<file path="config.mk">
export PLATFORM = sky130hd
export DESIGN_NAME = tlv5618_rx_decoder
export DESIGN_NICKNAME = d
export VERILOG_FILES = /design/src/rtl/tlv5618_rx_decoder.sv
export SDC_FILE = /design/constraint.sdc
export NUM_CORES = 1
export LEC_CHECK = 0
export CAP_MARGIN = 20
export CORE_ASPECT_RATIO = 1.75
export CORE_MARGIN = 5
export CORE_UTILIZATION = 25
export DETAILED_ROUTE_END_ITERATION = 8
export PLACE_DENSITY = 0.48
export SLEW_MARGIN = 10
export SYNTH_ARGS = -nofsm -noshare
export SYNTH_HDL_FRONTEND = slang
export SYNTH_SLANG_ARGS = --single-unit
</file>
<file path="constraint.sdc">
create_clock -name clk -period 1.89 [get_ports clk]
set_clock_uncertainty 0.1 [all_clocks]
set_input_delay 0.189 -clock clk [delete_from_list [all_inputs] [get_ports clk]]
set_output_delay 0.189 -clock clk [all_outputs]
set_load 0.05 [all_outputs]
</file>
<file path="src/rtl/tlv5618_rx_decoder.sv">
// TLV5618 serial receiver/decoder.
// Oversamples CS_N/SCLK/DIN on clk, captures frames MSB first, and applies
// the R1/R0 command semantics to the DAC A, DAC B and buffer registers.
// Edge pulses are registered once after detection, so a decoded frame lands
// SYNC_STAGES+2 clk edges after CS_N is first sampled high.
module tlv5618_rx_decoder #(
    parameter int          SYNC_STAGES = 2,
    parameter int          FRAME_BITS  = 16,
    parameter logic [11:0] RESET_CODE  = 12'h000
) (
    input  logic        clk,
    input  logic        rst_n,
    input  logic        DAC_CS_N,
    input  logic        DAC_SCLK,
    input  logic        DAC_DIN,
    output logic [15:0] Rx_Word,
    output logic        Word_Valid,
    output logic [11:0] DAC_A,
    output logic [11:0] DAC_B,
    output logic [11:0] DAC_Buf,
    output logic        Speed_Fast,
    output logic        Power_Down,
    output logic        Frame_Err,
    output logic        Rsvd_Err,
    output logic [1:0]  Rx_State
);

    // Counter must hold FRAME_BITS+1 so over-long frames stay distinguishable.
    localparam int CNT_W = $clog2(FRAME_BITS + 2);
    localparam logic [CNT_W-1:0] CNT_FULL = CNT_W'(FRAME_BITS);
    localparam logic [CNT_W-1:0] CNT_SAT  = CNT_W'(FRAME_BITS + 1);

    typedef enum logic [1:0] {
        WAIT_IDLE = 2'd0,
        IDLE      = 2'd1,
        SHIFT     = 2'd2,
        DONE      = 2'd3
    } state_t;

    // Bit positions inside the synchroniser vectors.
    localparam int CS_B   = 0;
    localparam int SCLK_B = 1;
    localparam int DIN_B  = 2;

    logic [2:0]       raw_in;
    logic [2:0]       sync_q [SYNC_STAGES];
    logic [2:0]       sync_last;
    logic [1:0]       prev_q;
    logic             cs_fall_q;
    logic             cs_rise_q;
    logic             sclk_fall_q;
    logic             din_q;

    state_t           state_q, state_d;
    logic [CNT_W-1:0] bit_cnt_q, bit_cnt_d;
    logic [15:0]      sreg_q, sreg_d;

    logic             frame_ok;
    logic             frame_bad;
    logic [1:0]       r1r0;
    logic [11:0]      data_w;

    logic [15:0]      rx_word_q;
    logic             word_valid_q;
    logic [11:0]      dac_a_q;
    logic [11:0]      dac_b_q;
    logic [11:0]      dac_buf_q;
    logic             speed_fast_q;
    logic             power_down_q;
    logic             frame_err_q;
    logic             rsvd_err_q;

    assign raw_in    = {DAC_DIN, DAC_SCLK, DAC_CS_N};
    assign sync_last = sync_q[SYNC_STAGES-1];

    // First synchroniser stage samples the asynchronous pins. Cleared to 0
    // so a CS_N held low across reset is never seen as a fresh frame start.
    always_ff @(posedge clk) begin
        if (!rst_n) sync_q[0] <= '0;
        else        sync_q[0] <= raw_in;
    end

    generate
        for (genvar gi = 1; gi < SYNC_STAGES; gi++) begin : g_sync
            // Remaining synchroniser stages.
            always_ff @(posedge clk) begin
                if (!rst_n) sync_q[gi] <= '0;
                else        sync_q[gi] <= sync_q[gi-1];
            end
        end
    endgenerate

    // Edge detection against one extra register, with registered pulses;
    // DIN is registered alongside so it stays aligned with the SCLK fall.
    always_ff @(posedge clk) begin
        if (!rst_n) begin
            prev_q      <= '0;
            cs_fall_q   <= 1'b0;
            cs_rise_q   <= 1'b0;
            sclk_fall_q <= 1'b0;
            din_q       <= 1'b0;
        end else begin
            prev_q      <= sync_last[SCLK_B:CS_B];
            cs_fall_q   <= prev_q[CS_B] & ~sync_last[CS_B];
            cs_rise_q   <= ~prev_q[CS_B] & sync_last[CS_B];
            sclk_fall_q <= prev_q[SCLK_B] & ~sync_last[SCLK_B];
            din_q       <= sync_last[DIN_B];
        end
    end

    // FSM state, bit counter and shift register.
    always_ff @(posedge clk) begin
        if (!rst_n) begin
            state_q   <= WAIT_IDLE;
            bit_cnt_q <= '0;
            sreg_q    <= '0;
        end else begin
            state_q   <= state_d;
            bit_cnt_q <= bit_cnt_d;
            sreg_q    <= sreg_d;
        end
    end

    // Next-state logic; a bit arriving together with the CS_N rise is kept.
    always_comb begin
        state_d   = state_q;
        bit_cnt_d = bit_cnt_q;
        sreg_d    = sreg_q;
        case (state_q)
            WAIT_IDLE: begin
                if (sync_last[CS_B]) state_d = IDLE;
            end
            IDLE: begin
                if (cs_fall_q) begin
                    state_d   = SHIFT;
                    bit_cnt_d = '0;
                end
            end
            SHIFT: begin
                if (sclk_fall_q) begin
                    sreg_d = {sreg_q[14:0], din_q};
                    if (bit_cnt_q != CNT_SAT) bit_cnt_d = bit_cnt_q + 1'b1;
                end
                if (cs_rise_q) state_d = DONE;
            end
            DONE: begin
                state_d = IDLE;
            end
            default: state_d = WAIT_IDLE;
        endcase
    end

    assign frame_ok  = (state_q == DONE) && (bit_cnt_q == CNT_FULL);
    assign frame_bad = (state_q == DONE) && (bit_cnt_q != CNT_FULL);
    assign r1r0      = {sreg_q[15], sreg_q[12]};
    assign data_w    = sreg_q[11:0];

    // Command decode into the DAC registers, plus the one-cycle status pulses.
    always_ff @(posedge clk) begin
        if (!rst_n) begin
            rx_word_q    <= '0;
            word_valid_q <= 1'b0;
            dac_a_q      <= RESET_CODE;
            dac_b_q      <= RESET_CODE;
            dac_buf_q    <= RESET_CODE;
            speed_fast_q <= 1'b0;
            power_down_q <= 1'b0;
            frame_err_q  <= 1'b0;
            rsvd_err_q   <= 1'b0;
        end else begin
            word_valid_q <= frame_ok;
            frame_err_q  <= frame_bad;
            rsvd_err_q   <= frame_ok && (r1r0 == 2'b11);
            if (frame_ok) begin
                rx_word_q <= sreg_q;
                case (r1r0)
                    2'b00: begin
                        dac_b_q   <= data_w;
                        dac_buf_q <= data_w;
                    end
                    2'b01: dac_buf_q <= data_w;
                    2'b10: begin
                        dac_a_q <= data_w;
                        dac_b_q <= dac_buf_q;
                    end
                    default: ;
                endcase
                if (r1r0 != 2'b11) begin
                    speed_fast_q <= sreg_q[14];
                    power_down_q <= sreg_q[13];
                end
            end
        end
    end

    assign Rx_Word    = rx_word_q;
    assign Word_Valid = word_valid_q;
    assign DAC_A      = dac_a_q;
    assign DAC_B      = dac_b_q;
    assign DAC_Buf    = dac_buf_q;
    assign Speed_Fast = speed_fast_q;
    assign Power_Down = power_down_q;
    assign Frame_Err  = frame_err_q;
    assign Rsvd_Err   = rsvd_err_q;
    assign Rx_State   = state_q;

endmodule
</file>
### Yosys cells after proc, flatten, opt, wreduce, memory -nomap -nowiden

Memory sizes are Yosys's and may differ from the RTL's.
Index checks and enable logic that the tools add are counted.

* bits in registers: 86
* memory bits (writable): 6
* input port bits: 5
* output and inout port bits: 59
* word-level logic and storage cells: 70
* memories: 1

Memory list
* sync_q: depth 2, bits a word 3, rd ports 2, clocked after Yosys merged registers in 0, wr ports 2, line 46 `logic [2:0] sync_q [SYNC_STAGES];`

* add/sub/neg operators: 1
* eq/ne operators: 15
* mux-type cells: 13
* bitwise logic cells: 8
* reduce and logical (&&, ||, !) cells: 15

Operator list (number)
* case mux 12 bit (2 select lines): 1
* 2-to-1 mux 5 bit: 3
* != test 2 bit, second input constant: 6
* != test 5 bit, second input constant: 2
* case mux 5 bit (2 select lines): 1
* AND reduction 2 bit: 5
* equality test 2 bit, second input constant: 4
* case mux 2 bit (4 select lines): 1
* 2-to-1 mux 2 bit: 3
* 2-to-1 mux 3 bit: 2
* adder 5 x 1 -> 5 bit, second input constant: 1
* equality test 5 bit, second input constant: 1
* equality test 2 x 1 -> 1 bit, second input constant: 2
* zero test 2 bit: 2
* AND reduction 4 bit: 1
* nonzero test 2 bit: 2
* bitwise AND 1 bit: 3
* logical AND 1 bit: 3
* NOT 1 bit: 3
* AND reduction 3 bit: 1
* 2-to-1 mux 1 bit: 2
* OR 1 bit: 2
* OR reduction 2 bit: 1

### Longest topological paths before layout

* word-level depth: 4
* gate-level depth with buffers: 8
* mapped depth without buffers: 5

### Worst setup path before layout

No wires, ideal clock.

* kind: reg2reg
* start: register state_q[0] (netlist: Rx_State[0])
* end: register bit_cnt_q[4]
* arrival: 1.900 ns
* path slack: -0.189 ns
* stages on the path, launching flop included: 6
* buffers on the path: 0
* cells stage by stage: dfxtp_1 inv_1 ha_1 nor2b_1 or4_1 o211ai_1

* word-level cells in the longest chain between the ends: 3

Ends and longest elaborated chain
* start: declaration: line 54 `state_t state_q, state_d;`
* start signal: assignment: line 118 `state_q <= state_d;`
* equality test 2 bit or equality test 2 x 1 -> 1 bit (tied branches): line 129 `case (state_q)`
* != test 2 bit (no source line) or nonzero test 2 bit (tied branches)
* AND reduction 4 bit (no source line)
* end signal: assignment: line 119 `bit_cnt_q <= bit_cnt_d;`
* end: declaration: line 55 `logic [CNT_W-1:0] bit_cnt_q, bit_cnt_d;`

Parallel ways exist; a longest one is shown, timed or not.
A chain may end at the register's enable or synchronous reset.

### Worst setup path in the final report

* start: register dac_buf_q[10] (netlist: DAC_Buf[10])
* end: output DAC_Buf[10]

RTL lines
* start: declaration: line 67 `logic [11:0] dac_buf_q;`
* start signal: assignment: line 179 `dac_buf_q <= data_w;`
* start signal: assignment: line 181 `2'b01: dac_buf_q <= data_w;`
* end: declaration: line 20 `output logic [11:0] DAC_Buf,`

No word-level cell between the ends.

==> results.py <==
metrics = {
    "run_status": {
        "status": "completed",
    },
    "power": {
        "power.switching_w": 0.00106,
        "p_int_w": 0.00316,
        "comb_power_share_pct": 10.6,
        "powerDensity_nw_per_um2": 863,
        "total_power_w": 0.00422,
        "peakVddDrop_v": 0.000355,
        "pwr-share-seq_pct": 47.4,
        "p_leak_nw": 1.61,
        "swShare_pct": 25.1,
        "p_clk_share_pct": 42.0,
    },
    "layout": {
        "fin_nets": 484,
        "diodes": 0,
        "drive_gt1_share_pct": 16.0,
        "area_growth_pct": 29.0,
    },
    "sta": {
        "finalSetupViolCount": 0,
        "finalCriticalPeriod_ps": 1820,
        "period_share_pct": 96.1,
        "tns_ps": 0,
        "slew_viol_final": 0,
        "hold_violations": 0,
        "max_slew_margin_pct": 64.7,
        "tightestPinTransition_ps": 528,
        "rsz0062_at_grt": "no",
        "fmax_ghz": 0.551,
    },
    "route": {
        "vias": 3144,
        "route.detailed.drc": 0,
        "wl_met3_um": 420,
        "routed_wl_mm": 10.6,
        "drtIter0Drc": 143,
        "avgRoutedWirePerCell_um": 16.1,
        "routed.top_layer": "met4",
        "wl_met1_mm": 4.23,
        "ant_nets": 0,
        "dr_wl_met2_mm": 5.71,
        "dr.pass1.iters": 4,
        "viasPerCell": 4.78,
    },
    "worst_hold_path": {
        "min_to": "sclk_fall_q",
        "hp-start": "sync_q[1][1]",
        "min_path_type": "flip-flop to flip-flop",
        "whs_path_depth": 1,
    },
    "placed_design": {
        "place_congestion": 0.745,
        "dp_hpwl_mm": 7.52,
        "io_buffers": 63,
    },
    "logic_synthesis": {
        "synth-edff-count": 0,
        "syn_area_um2": 3790,
        "synth_cells": 417,
        "synthTopCellsByArea": "dfxtp_1 (49%), mux2i_1 (7.7%), nand2_1 (6.6%)",
        "synth_flop_cell": "dfxtp_1",
        "yosysUniqueCellTypes": 39,
        "netlist.area_leader.share_pct": 48.6,
        "synth_most_common_cell": "dfxtp_1",
        "synth_seq_cells": 92,
        "ys_seq_area_share_pct": 48.6,
        "ys_warn_count": 0,
        "async_reset_ff_share_pct": 0,
        "synth_top_cell_by_area": "dfxtp_1",
        "synthesis.nets": 431,
        "synth_top_cells_by_count": "dfxtp_1 (92), nand2_1 (67), a21oi_1 (45)",
        "syn_avg_cell_area_um2": 9.09,
    },
    "global_routing": {
        "grt_usage_pct": 12.3,
        "grt_max_degree": 45,
        "grt_pass1_vias": 3157,
        "antenna_found_initial": 0,
        "grt_pass1_wl_mm": 17.4,
        "grt_overflow_total": 0,
    },
    "clock_tree": {
        "htree_levels": 3,
        "cts_tree": "done",
        "cts_sinks": 92,
        "clk_latency_ps": 330,
        "cts_hold_buf": 0,
        "root_buffer": "clkbuf_16",
        "cts.path.max_buffers": 2,
        "clk_pin_slew_worst_paths_ps": 60,
        "cts_buffers": 9,
    },
    "die": {
        "die_x_um": 103,
        "rows": 59,
        "dieArea_um2": 17800,
        "die_y_um": 173,
        "io-pin-count": 64,
        "coreArea_um2": 14900,
        "start_util_pct": 25.4,
    },
    "worst_setup_path": {
        "reg2reg_to": "bit_cnt_q[3]",
        "crit_arrival_ps": 1530,
        "start_kind": "flip-flop",
        "reg2reg_depth": 6,
        "worstPathRequired_ps": 1600,
        "worst_path_max_delay_cell": "clkdlybuf4s50_1",
        "crit_buf_inv": 1,
        "critPathMaxStageDelay_ps": 820,
        "r2r_slack_ps": 160,
        "path_cells": "clkdlybuf4s50_1",
        "crit_type": "flip-flop to primary output",
        "endpoint_kind": "primary output",
        "critPathTopFamily": "buffers and inverters",
        "cp_max_fo": 3,
        "crit-reg2reg-launch": "Rx_State[0]",
    },
    "job": {
        "drv_cap": 0,
    },
}
## state kept, by name (all words and copies together), names as in the netlist
signal / flops
DAC_A: 12
DAC_B: 12
DAC_Buf: 12
Frame_Err: 1
Power_Down: 1
Rsvd_Err: 1
Rx_State: 2
Rx_Word: 16
Speed_Fast: 1
Word_Valid: 1
bit_cnt_q: 5
cs_fall_q: 1
cs_rise_q: 1
din_q: 1
prev_q: 2
sclk_fall_q: 1
sreg_q: 16
sync_q: 6
## worst register-to-register path: cells and delay by family, from the launching register on
family / cells / cell delay (ps)
flops: 1 / 350
simple gates: 1 / 340
buf+inv: 2 / 280
fa+ha+maj: 1 / 250
compound gates: 2 / 300
## power groups by stage
stage	Combinational, W	Clock (W)	Sequential, W
2_1_floorplan	0.000237	0	0.00210
3_3_place_gp	0.000425	0	0.00204
6_report	0.000448	0.00177	0.00200
4_1_cts	0.000441	0.00183	0.00200
3_5_place_dp	0.000437	0	0.00204
5_1_grt	0.000494	0.00191	0.00200
## worst max-delay path by stage
stage               cells past startpoint        start  slack (ps)      endpoint
floorplan                               5  Rx_State[0]          40  bit_cnt_q[4]
global placement                        5  Rx_State[0]         170  bit_cnt_q[0]
detailed placement                      5  Rx_State[0]          80  bit_cnt_q[1]
CTS                                     1  DAC_Buf[10]          40   DAC_Buf[10]
global route                            1  DAC_Buf[10]          10   DAC_Buf[10]
finish                                  1  DAC_Buf[10]          70   DAC_Buf[10]
## layout make-up
class / instances / area (um2)
flip-flops and latches: 92 / 1840
repair buffers: 81 / 741
well taps: 183 / 229
clock buffers: 10 / 229
clock inverters: 6 / 63.8
multi-input cells: 277 / 1750
inverters: 9 / 33.8
fillers: 1548 / 10000
## logic make-up (layout without fill, tap and decap cells)
group / count (synthesis) / count (layout) / synth area share [%]
muxes: 29 / 29 / 7.66
and+or+nand+nor: 134 / 134 / 18.3
DFF: 92 / 92 / 48.6
AOI/OAI and AO/OA: 105 / 105 / 16.7
adders and majority gates: 9 / 9 / 2.97
buffers and inverters: 48 / 106 / 5.78
## layer usage
layer	global-route usage, %	vias up
met3	2.62	9
li1	-	1585
met2	22.3	60
met5	0	-
met4	3.78	0
met1	14.0	1490
## stage by stage
step,std cells,utilization [%],worst slack (ps),area (um2),hold WS (ps)
after floorplan,417,-,40.2,3790,216
after global placement,641,30.6,169,4570,300
after detailed placement,641,30.6,77.6,4570,302
after CTS,657,32.6,44.1,4860,314
after global routing,658,32.8,13.7,4890,330
final,658,32.8,73.6,4890,311
## what timing repair did
| action | 4_1_cts | 5_1_grt |
|---|---|---|
| endpoints found under the setup margin | 0 | 5 |
| resized for setup | 0 | 3 |
| buffers inserted | 0 | 1 |
## cells in the final DEF (no fill, tap or decap), types with 8 or more instances in the layout
| cell | count |
|---|---|
| a211oi_1 | 12 |
| a21oi_1 | 45 |
| a31oi_1 | 13 |
| and2_1 | 10 |
| buf_4 | 48 |
| clkbuf_16 | 9 |
| clkdlybuf4s50_1 | 28 |
| dfxtp_1 | 90 |
| ha_1 | 8 |
| inv_1 | 8 |
| mux2i_1 | 29 |
| nand2_1 | 67 |
| nand3_1 | 20 |
| nand4b_1 | 12 |
| o21ai_0 | 16 |
| o31ai_1 | 12 |
No activity file was read; power rests on OpenSTA's default activity.
